### config.mk
export PLATFORM = sky130hd
export DESIGN_NAME = regfile_write_arbiter_flat
export DESIGN_NICKNAME = d
export VERILOG_FILES = /design/src/rtl/regfile_pkg.sv /design/src/rtl/regfile_write_arbiter_if.sv /design/src/rtl/rr_pick.sv /design/src/rtl/regfile_write_arbiter.sv /design/src/flat_wrapper.sv
export SDC_FILE = /design/constraint.sdc
export NUM_CORES = 1
export LEC_CHECK = 0
export BUFFER_PORTS_ARGS = -buffer_cell sky130_fd_sc_hd__buf_4
export CAP_MARGIN = 15
export CORE_MARGIN = 2
export CORE_UTILIZATION = 45
export CTS_BUF_LIST = sky130_fd_sc_hd__clkbuf_8
export DETAILED_ROUTE_END_ITERATION = 12
export HOLD_SLACK_MARGIN = 0.05
export PLACE_DENSITY = 0.78
export SLEW_MARGIN = 20
export SYNTH_ARGS = -nofsm -noshare
export SYNTH_HDL_FRONTEND = slang
export SYNTH_SLANG_ARGS = --single-unit
export TNS_END_PERCENT = 100
### constraint.sdc
create_clock -name clk -period 2.9 [get_ports clk]
set_input_delay 0 -clock clk [delete_from_list [all_inputs] [get_ports clk]]
set_output_delay 0 -clock clk [all_outputs]
set_load 0.005 [all_outputs]
### src/rtl/regfile_pkg.sv
// Shared register-file constants and helpers: default sizes, width function
// and the one-hot address decode also used by the read mux.
package regfile_pkg;

    localparam int unsigned W_DEF    = 8;
    localparam int unsigned NREQ_DEF = 4;
    localparam int unsigned NREG_DEF = 8;

    // Upper bound on registers the decode helper can address.
    localparam int unsigned MAX_NREG = 64;

    // Index width for n items; never narrower than one bit.
    function automatic int unsigned clog2w(input int unsigned n);
        return (n <= 1) ? 1 : $clog2(n);
    endfunction

    // One-hot decode of a register index; out-of-range indices yield zero.
    function automatic logic [MAX_NREG-1:0] onehot(input int unsigned idx);
        return MAX_NREG'(1) << idx;
    endfunction

endpackage

### src/rtl/regfile_write_arbiter_if.sv
// Requester handshake plus register-file write port of the write arbiter.
interface regfile_write_arbiter_if
    import regfile_pkg::*;
#(
    parameter int unsigned W    = W_DEF,
    parameter int unsigned NREQ = NREQ_DEF,
    parameter int unsigned NREG = NREG_DEF
);
    localparam int unsigned AW = clog2w(NREG);
    localparam int unsigned IW = clog2w(NREQ);

    logic [NREQ-1:0]    req_valid;
    logic [NREQ*AW-1:0] req_addr;
    logic [NREQ*W-1:0]  req_data;
    logic [NREQ-1:0]    req_ready;
    logic               wr_stall;
    logic [NREG-1:0]    wr_en;
    logic [W-1:0]       wr_data;
    logic [IW-1:0]      wr_src;
    logic               err_oob;

    // Environment side: requesters and the register file's stall input.
    modport master (
        output req_valid, req_addr, req_data, wr_stall,
        input  req_ready, wr_en, wr_data, wr_src, err_oob
    );

    // Arbiter side.
    modport slave (
        input  req_valid, req_addr, req_data, wr_stall,
        output req_ready, wr_en, wr_data, wr_src, err_oob
    );

endinterface

### src/rtl/rr_pick.sv
// Combinational rotate-priority picker: first valid at or after ptr_i, wrapping.
module rr_pick
    import regfile_pkg::*;
#(
    parameter int unsigned NREQ = NREQ_DEF,
    localparam int unsigned IW  = clog2w(NREQ)
) (
    input  logic [NREQ-1:0] valid_i,
    input  logic [IW-1:0]   ptr_i,
    output logic [NREQ-1:0] gnt_oh_c,
    output logic [IW-1:0]   gnt_idx_c,
    output logic            any_c
);

    int unsigned idx_c;
    logic        found_c;

    always_comb begin
        gnt_oh_c  = '0;
        gnt_idx_c = '0;
        found_c   = 1'b0;
        idx_c     = 0;
        for (int unsigned k = 0; k < NREQ; k++) begin
            idx_c = (32'(ptr_i) + k) % NREQ;
            if (!found_c && valid_i[IW'(idx_c)]) begin
                found_c              = 1'b1;
                gnt_oh_c[IW'(idx_c)] = 1'b1;
                gnt_idx_c            = IW'(idx_c);
            end
        end
        any_c = found_c;
    end

endmodule

### src/rtl/regfile_write_arbiter.sv
// Round-robin arbiter for the register file's single write port; the accepted
// write is presented on wr_en/wr_data/wr_src one cycle after acceptance.
module regfile_write_arbiter
    import regfile_pkg::*;
#(
    parameter int unsigned W    = W_DEF,
    parameter int unsigned NREQ = NREQ_DEF,
    parameter int unsigned NREG = NREG_DEF
) (
    input logic                    clk,
    input logic                    rst,
    regfile_write_arbiter_if.slave bus
);

    localparam int unsigned AW = clog2w(NREG);
    localparam int unsigned IW = clog2w(NREQ);

    logic [NREQ-1:0] gnt_oh;
    logic [IW-1:0]   gnt_idx;
    logic            gnt_any;

    logic            open_c;
    logic            accept_c;
    logic            oob_c;
    logic [AW-1:0]   addr_g_c;
    logic [W-1:0]    data_g_c;

    logic [IW-1:0]   rr_ptr_q,  rr_ptr_d;
    logic [NREG-1:0] wr_en_q,   wr_en_d;
    logic [W-1:0]    wr_data_q, wr_data_d;
    logic [IW-1:0]   wr_src_q,  wr_src_d;
    logic            err_oob_q, err_oob_d;

    rr_pick #(.NREQ(NREQ)) u_pick (
        .valid_i   (bus.req_valid),
        .ptr_i     (rr_ptr_q),
        .gnt_oh_c  (gnt_oh),
        .gnt_idx_c (gnt_idx),
        .any_c     (gnt_any)
    );

    // Grant is only offered when neither reset nor stall blocks the port.
    always_comb begin
        open_c   = !rst && !bus.wr_stall;
        accept_c = gnt_any && open_c;
        addr_g_c = '0;
        data_g_c = '0;
        for (int unsigned i = 0; i < NREQ; i++) begin
            if (gnt_oh[i]) begin
                addr_g_c = bus.req_addr[i*AW +: AW];
                data_g_c = bus.req_data[i*W +: W];
            end
        end
        oob_c = 32'(addr_g_c) >= NREG;
    end

    // Out-of-range writes are consumed and flagged but never reach a register.
    always_comb begin
        rr_ptr_d  = rr_ptr_q;
        wr_en_d   = '0;
        wr_data_d = wr_data_q;
        wr_src_d  = wr_src_q;
        err_oob_d = err_oob_q;
        if (accept_c) begin
            rr_ptr_d  = (32'(gnt_idx) == NREQ - 1) ? '0 : gnt_idx + IW'(1);
            wr_data_d = data_g_c;
            wr_src_d  = gnt_idx;
            if (oob_c) begin
                err_oob_d = 1'b1;
            end else begin
                wr_en_d = NREG'(onehot(32'(addr_g_c)));
            end
        end
    end

    always_ff @(posedge clk) begin
        if (rst) begin
            rr_ptr_q  <= '0;
            wr_en_q   <= '0;
            wr_data_q <= '0;
            wr_src_q  <= '0;
            err_oob_q <= 1'b0;
        end else begin
            rr_ptr_q  <= rr_ptr_d;
            wr_en_q   <= wr_en_d;
            wr_data_q <= wr_data_d;
            wr_src_q  <= wr_src_d;
            err_oob_q <= err_oob_d;
        end
    end

    assign bus.req_ready = open_c ? gnt_oh : '0;
    assign bus.wr_en     = wr_en_q;
    assign bus.wr_data   = wr_data_q;
    assign bus.wr_src    = wr_src_q;
    assign bus.err_oob   = err_oob_q;

endmodule

### src/flat_wrapper.sv
// flat-port wrapper written by rule: the top's interface ports become plain ports
module regfile_write_arbiter_flat import regfile_pkg::*;
#(
    parameter int unsigned W    = W_DEF,
    parameter int unsigned NREQ = NREQ_DEF,
    parameter int unsigned NREG = NREG_DEF
)
  (clk, rst, bus_req_valid, bus_req_addr, bus_req_data, bus_wr_stall, bus_req_ready, bus_wr_en, bus_wr_data, bus_wr_src, bus_err_oob);
  regfile_write_arbiter_if #(.W(W), .NREQ(NREQ), .NREG(NREG)) bus_i ();
  input logic clk;
  input logic rst;
  input wire logic [$bits(bus_i.req_valid)-1:0] bus_req_valid;
  input wire logic [$bits(bus_i.req_addr)-1:0] bus_req_addr;
  input wire logic [$bits(bus_i.req_data)-1:0] bus_req_data;
  input wire logic [$bits(bus_i.wr_stall)-1:0] bus_wr_stall;
  output wire logic [$bits(bus_i.req_ready)-1:0] bus_req_ready;
  output wire logic [$bits(bus_i.wr_en)-1:0] bus_wr_en;
  output wire logic [$bits(bus_i.wr_data)-1:0] bus_wr_data;
  output wire logic [$bits(bus_i.wr_src)-1:0] bus_wr_src;
  output wire logic [$bits(bus_i.err_oob)-1:0] bus_err_oob;
  assign bus_i.req_valid = bus_req_valid;
  assign bus_i.req_addr = bus_req_addr;
  assign bus_i.req_data = bus_req_data;
  assign bus_i.wr_stall = bus_wr_stall;
  assign bus_req_ready = bus_i.req_ready;
  assign bus_wr_en = bus_i.wr_en;
  assign bus_wr_data = bus_i.wr_data;
  assign bus_wr_src = bus_i.wr_src;
  assign bus_err_oob = bus_i.err_oob;
  regfile_write_arbiter #(.W(W), .NREQ(NREQ), .NREG(NREG)) u_core (.clk(clk), .rst(rst), .bus(bus_i));
endmodule
======== Word level (Yosys, flattened, before mapping) ========
Index checks and enable logic that the tools add are counted.
storage, ports and cells
  register bits ........................... 20
  bits of input ports ..................... 51
  output and inout bits ................... 23
  logic and storage cells ................. 75
operators by class
  $add $sub $neg .......................... 4
  $lt $le $gt $ge ......................... 8
  equality and inequality tests ........... 1
  shift-type cells ........................ 1
  mux-type cells .......................... 38
  bitwise operators ....................... 4
  reduce and logical (&&, ||, !) cells .... 15
operators with widths
  cell                                                               count
  two-way mux 8 bit                                                  4
  two-way mux 4 bit                                                  5
  less-than comparator 2 x 3 -> 1 bit, second input constant         4
  two-way mux 1 bit                                                  12
  two-way mux 3 bit                                                  4
  bitwise OR 4 bit                                                   3
  two-way mux 2 bit                                                  5
  logical AND 1 bit                                                  9
  binary-select mux 1 bit (select 2 bit)                             4
  demux 1 bit (select 2 bit)                                         4
  greater-or-equal comparator 2 x 1 -> 1 bit, second input constant  4
  << shifter 1 x 3 -> 8 bit, first input constant                    1
  logical NOT 1 bit                                                  5
  adder 2 x 1 -> 2 bit, second input constant                        2
  adder 2 bit, second input constant                                 2
  == test 2 bit, second input constant                               1
  OR reduction 2 bit                                                 1
  NOT 1 bit                                                          1

======== Longest topological paths before layout ========
  word-level depth ........................ 17
  gate-level depth with buffers ........... 14
  mapped depth without buffers ............ 9

======== Hierarchy ========
From an unflattened synthesis, not the netlist that was laid out.
second synthesis, totals
  cell total of the unflattened synthesis .. 181
  area, all modules ....................... 1579.0 µm²
modules (own cells, without submodules)
  module                 instances  cells an instance  area an instance (µm²)  seq. area each (µm²)
  regfile_write_arbiter  1          136                1157.4                  400.4
  rr_pick                1          45                 421.7                   0.0

======== Worst setup path before layout ========
OpenSTA, ideal clock, no wires.
  path type ............................... register to register
  start ................................... register (tool-made name)
  end ..................................... register u_core.wr_en_q[2], in the netlist u_core.bus.wr_en[2]
  setup time .............................. 0.131 ns
  data arrival time ....................... 2.801 ns
  data required time ...................... 2.769 ns
  setup slack ............................. -0.031 ns
  stages on the path, launching flop included .. 12
  path buffers ............................ 2
  period minus slack after synthesis ...... 2.931 ns
  cells stage by stage .................... dfxtp_1 -> buf_6 -> inv_1 -> ha_1 -> buf_2 -> or3b_1 -> a2111o_1 -> nand3_1 -> a2111oi_4 -> or2_2 -> a31oi_1 -> nor3_1
RTL lines
  element               RTL line                     source
  end signal, assigned  regfile_write_arbiter.sv:85  wr_en_q <= wr_en_d;
  end, declared         regfile_write_arbiter.sv:29  logic [NREG-1:0] wr_en_q, wr_en_d;

==> results.py <==
metrics = {
    "synth": {
        "synth_area_per_cell_um2": 8.50,
        "syn-num-nets": 278,
        "syn-instance-count": 220,
        "yosys_most_used_dff": "dfxtp_1",
        "synthArstFlopShare_pct": 0,
        "mappedNetlistArea_mm2": 0.00187,
        "synthTopCellsByArea": "dfxtp_1 21%, o221ai_2 8.0%, a21oi_1 6.7%",
        "ys_types": 51,
        "synth-edff-count": 0,
        "ys_seq_elements": 20,
        "ys_seq_area_share_pct": 21.4,
        "synthDominantCellAreaShare_pct": 21.4,
        "yosys_warnings": 0,
        "yosys.area.top_type": "dfxtp_1",
    },
    "final_layout": {
        "diodes": 0,
        "most-common-layout-cells": "89 x buf_4, 25 x a21oi_1, 19 x inv_1, 19 x dfxtp_1",
        "layout.nets": 367,
        "drive_above_1_share_pct": 45.1,
        "mostFrequentLayoutCell": "buf_4",
        "area_growth_syn_to_layout_pct": 45.0,
        "n_fill_cell": 322,
    },
    "place": {
        "hpwl_um": 4310,
        "port_buffers": 72,
        "gp_congestion": 0.830,
    },
    "sta": {
        "fin_setup_tns_ps": 0,
        "finalCritPeriodShare_pct": 96.1,
        "fin_crit_ps": 2790,
        "hold_violations": 0,
        "fin_skew_ps": 5.40,
        "rsz0062_at_grt": "no",
        "setup_viol": 0,
        "fmax_mhz": 359,
        "slew_violations": 0,
    },
    "route": {
        "drc": 0,
        "viasPerCell": 5.55,
        "ant_nets": 0,
        "first_pass_iters": 4,
        "wirelength_um": 5600,
        "wl_per_cell_um": 15.7,
        "vias": 1988,
        "drt_iter0_markers": 115,
    },
    "setup_path": {
        "r2r_end": "u_core.bus.wr_en[2]",
        "worstRegToRegCells": 9,
        "arrival_ps": 2960,
        "path_max_fanout": 11,
        "start_kind": "flip-flop",
        "worstPathRequired_ps": 3070,
        "r2r_slack_ps": 110,
        "endpoint_kind": "flip-flop",
        "path_class": "flip-flop to flip-flop",
    },
    "clocking": {
        "clk_path_buf_depth": 2,
        "h-tree-depth": 1,
        "clkTransAtPathRegs_ps": 80,
        "cts-root-buf": "clkbuf_8",
        "cts_setup_buffers": 0,
        "cts.sinks": 20,
        "cts_buffers": 3,
        "cts_tree": "built",
        "clock_latency_ps": 260,
    },
    "power_and_ir_drop": {
        "power_frac_seq_pct": 20.9,
        "power.switching_uw": 667,
        "sw_frac_of_total_pct": 41.9,
        "p_per_area_mw_per_mm2": 588,
        "leakage_nw": 1.20,
        "p_total_mw": 1.59,
        "vdd_drop_max_mv": 0.405,
        "internal_power_uw": 926,
        "pwr-share-clk_pct": 13.7,
        "power_frac_comb_pct": 65.4,
    },
    "min_path": {
        "hp-class": "input pin to flip-flop",
        "min_path_cells": 3,
        "min_to": "u_core.bus.wr_data[5]",
        "min_from": "bus_req_data[21]",
    },
    "die": {
        "start_util_pct": 46.7,
        "die_width_um": 68.5,
        "die_h_um": 68.5,
        "num_rows": 23,
        "die_area_mm2": 0.00469,
        "coreArea_mm2": 0.00400,
        "io_pins": 74,
    },
    "global_route": {
        "grt_pass1_wl_um": 8550,
        "track_usage_pct": 24.1,
        "grt-ovfl-total": 0,
        "grt_pass1_vias": 1798,
        "grt_max_degree": 18,
        "antenna_found_initial": 0,
    },
    "flow_run": {
        "maxCapViolations": 0,
    },
    "outcome": {
        "status": "finished clean",
    },
}
## cells by family after synthesis
kind of cell | synth area share, %
adder cells (fa/ha/maj) | 4.69
buffers and inverters | 9.44
flip-flops | 21.4
multiplexers | 5.02
other | 0.201
AND/OR/NAND/NOR | 21.1
AO/OA/AOI/OAI | 37.7
XOR/XNOR | 0.469
## repair_timing
item | in CTS | in global routing
endpoints found under the hold margin | 12 | 0
endpoints found under the setup margin | 0 | 18
resized for setup | 0 | 5
hold buffers | 10 | 0
## metrics by stage
step                hold slack (ps)  setup WS [ps]  instances  instance area [µm²]  util (%)
finish                         65.3            113        358                 2710      67.8
global route                   72.6          0.576        358                 2710      67.8
CTS                            59.7           61.5        358                 2670      66.8
detailed placement              213           90.1        344                 2520      62.9
global placement                205            174        344                 2520      62.9
floorplan                      65.0           24.3        220                 1880         -
## worst max-delay path by stage
stage                                      to  slack [ps]  depth (start not counted)
after detailed placement  u_core.bus.wr_en[1]          90                         10
after CTS                 u_core.bus.wr_en[5]          60                         11
after global routing      u_core.bus.wr_en[1]         0.6                          9
after floorplan           u_core.bus.wr_en[1]          20                         12
final                     u_core.bus.wr_en[2]         110                          9
after global placement    u_core.bus.wr_en[3]         170                         10
## cell type report
cell class / count / area (µm²) / area share [%]
inverters: 19 / 71.3 / 2.63
clock buffers: 4 / 55.1 / 2.03
well taps: 50 / 62.6 / 2.31
repair buffers: 99 / 768 / 28.3
multi-input cells: 166 / 1350 / 49.9
flip-flops and latches: 20 / 402 / 14.8
## critical path, stage by stage, from the launching register on
cell and delay, ps:
dfxtp_2 330, buf_4 200, mux4_2 600, buf_4 200, nand2_4 70, a21oi_2 80, or4_4 560, and2_1 210
a31o_1 230, nor3_1 210
## sequential cells by signal (all words and copies together), names as in the netlist, named ones only
register,flops
u_core.bus.wr_data,8
u_core.bus.wr_en,8
u_core.bus.wr_src,2
u_core.rr_ptr_q,1
## power groups by stage
stage / clock (mW) / combinational [mW] / sequential, mW
after floorplan: 0 / 0.708 / 0.350
after global placement: 0 / 0.970 / 0.339
after detailed placement: 0 / 0.993 / 0.340
after CTS: 0.221 / 1.01 / 0.334
after global routing: 0.229 / 1.13 / 0.338
final: 0.218 / 1.04 / 0.334
## per-layer routing
metal  track usage [%]  up-vias  wire, µm
li1                  -      988         -
met1              32.6      938      2450
met2              40.9       56      2830
met3              4.11        6       265
met4              3.50        0        56
met5                 0        -         0
## cell usage after synthesis, types with 3 or more instances
cell type and number:
dfxtp_1 20, or3_1 8, mux2_2 3, nand2_1 9
o21ai_0 8, buf_2 3, o221ai_2 10, a21oi_1 25
and2_1 3, o21ai_1 3, nor2_1 12, and3b_1 8
o211ai_1 3, clkbuf_1 5, a31oi_1 4, nor3_1 8
ha_1 7, inv_1 19, or2_2 3, a21oi_2 12
buf_6 5, a31o_1 3
Power figures use the tool's default switching activity.
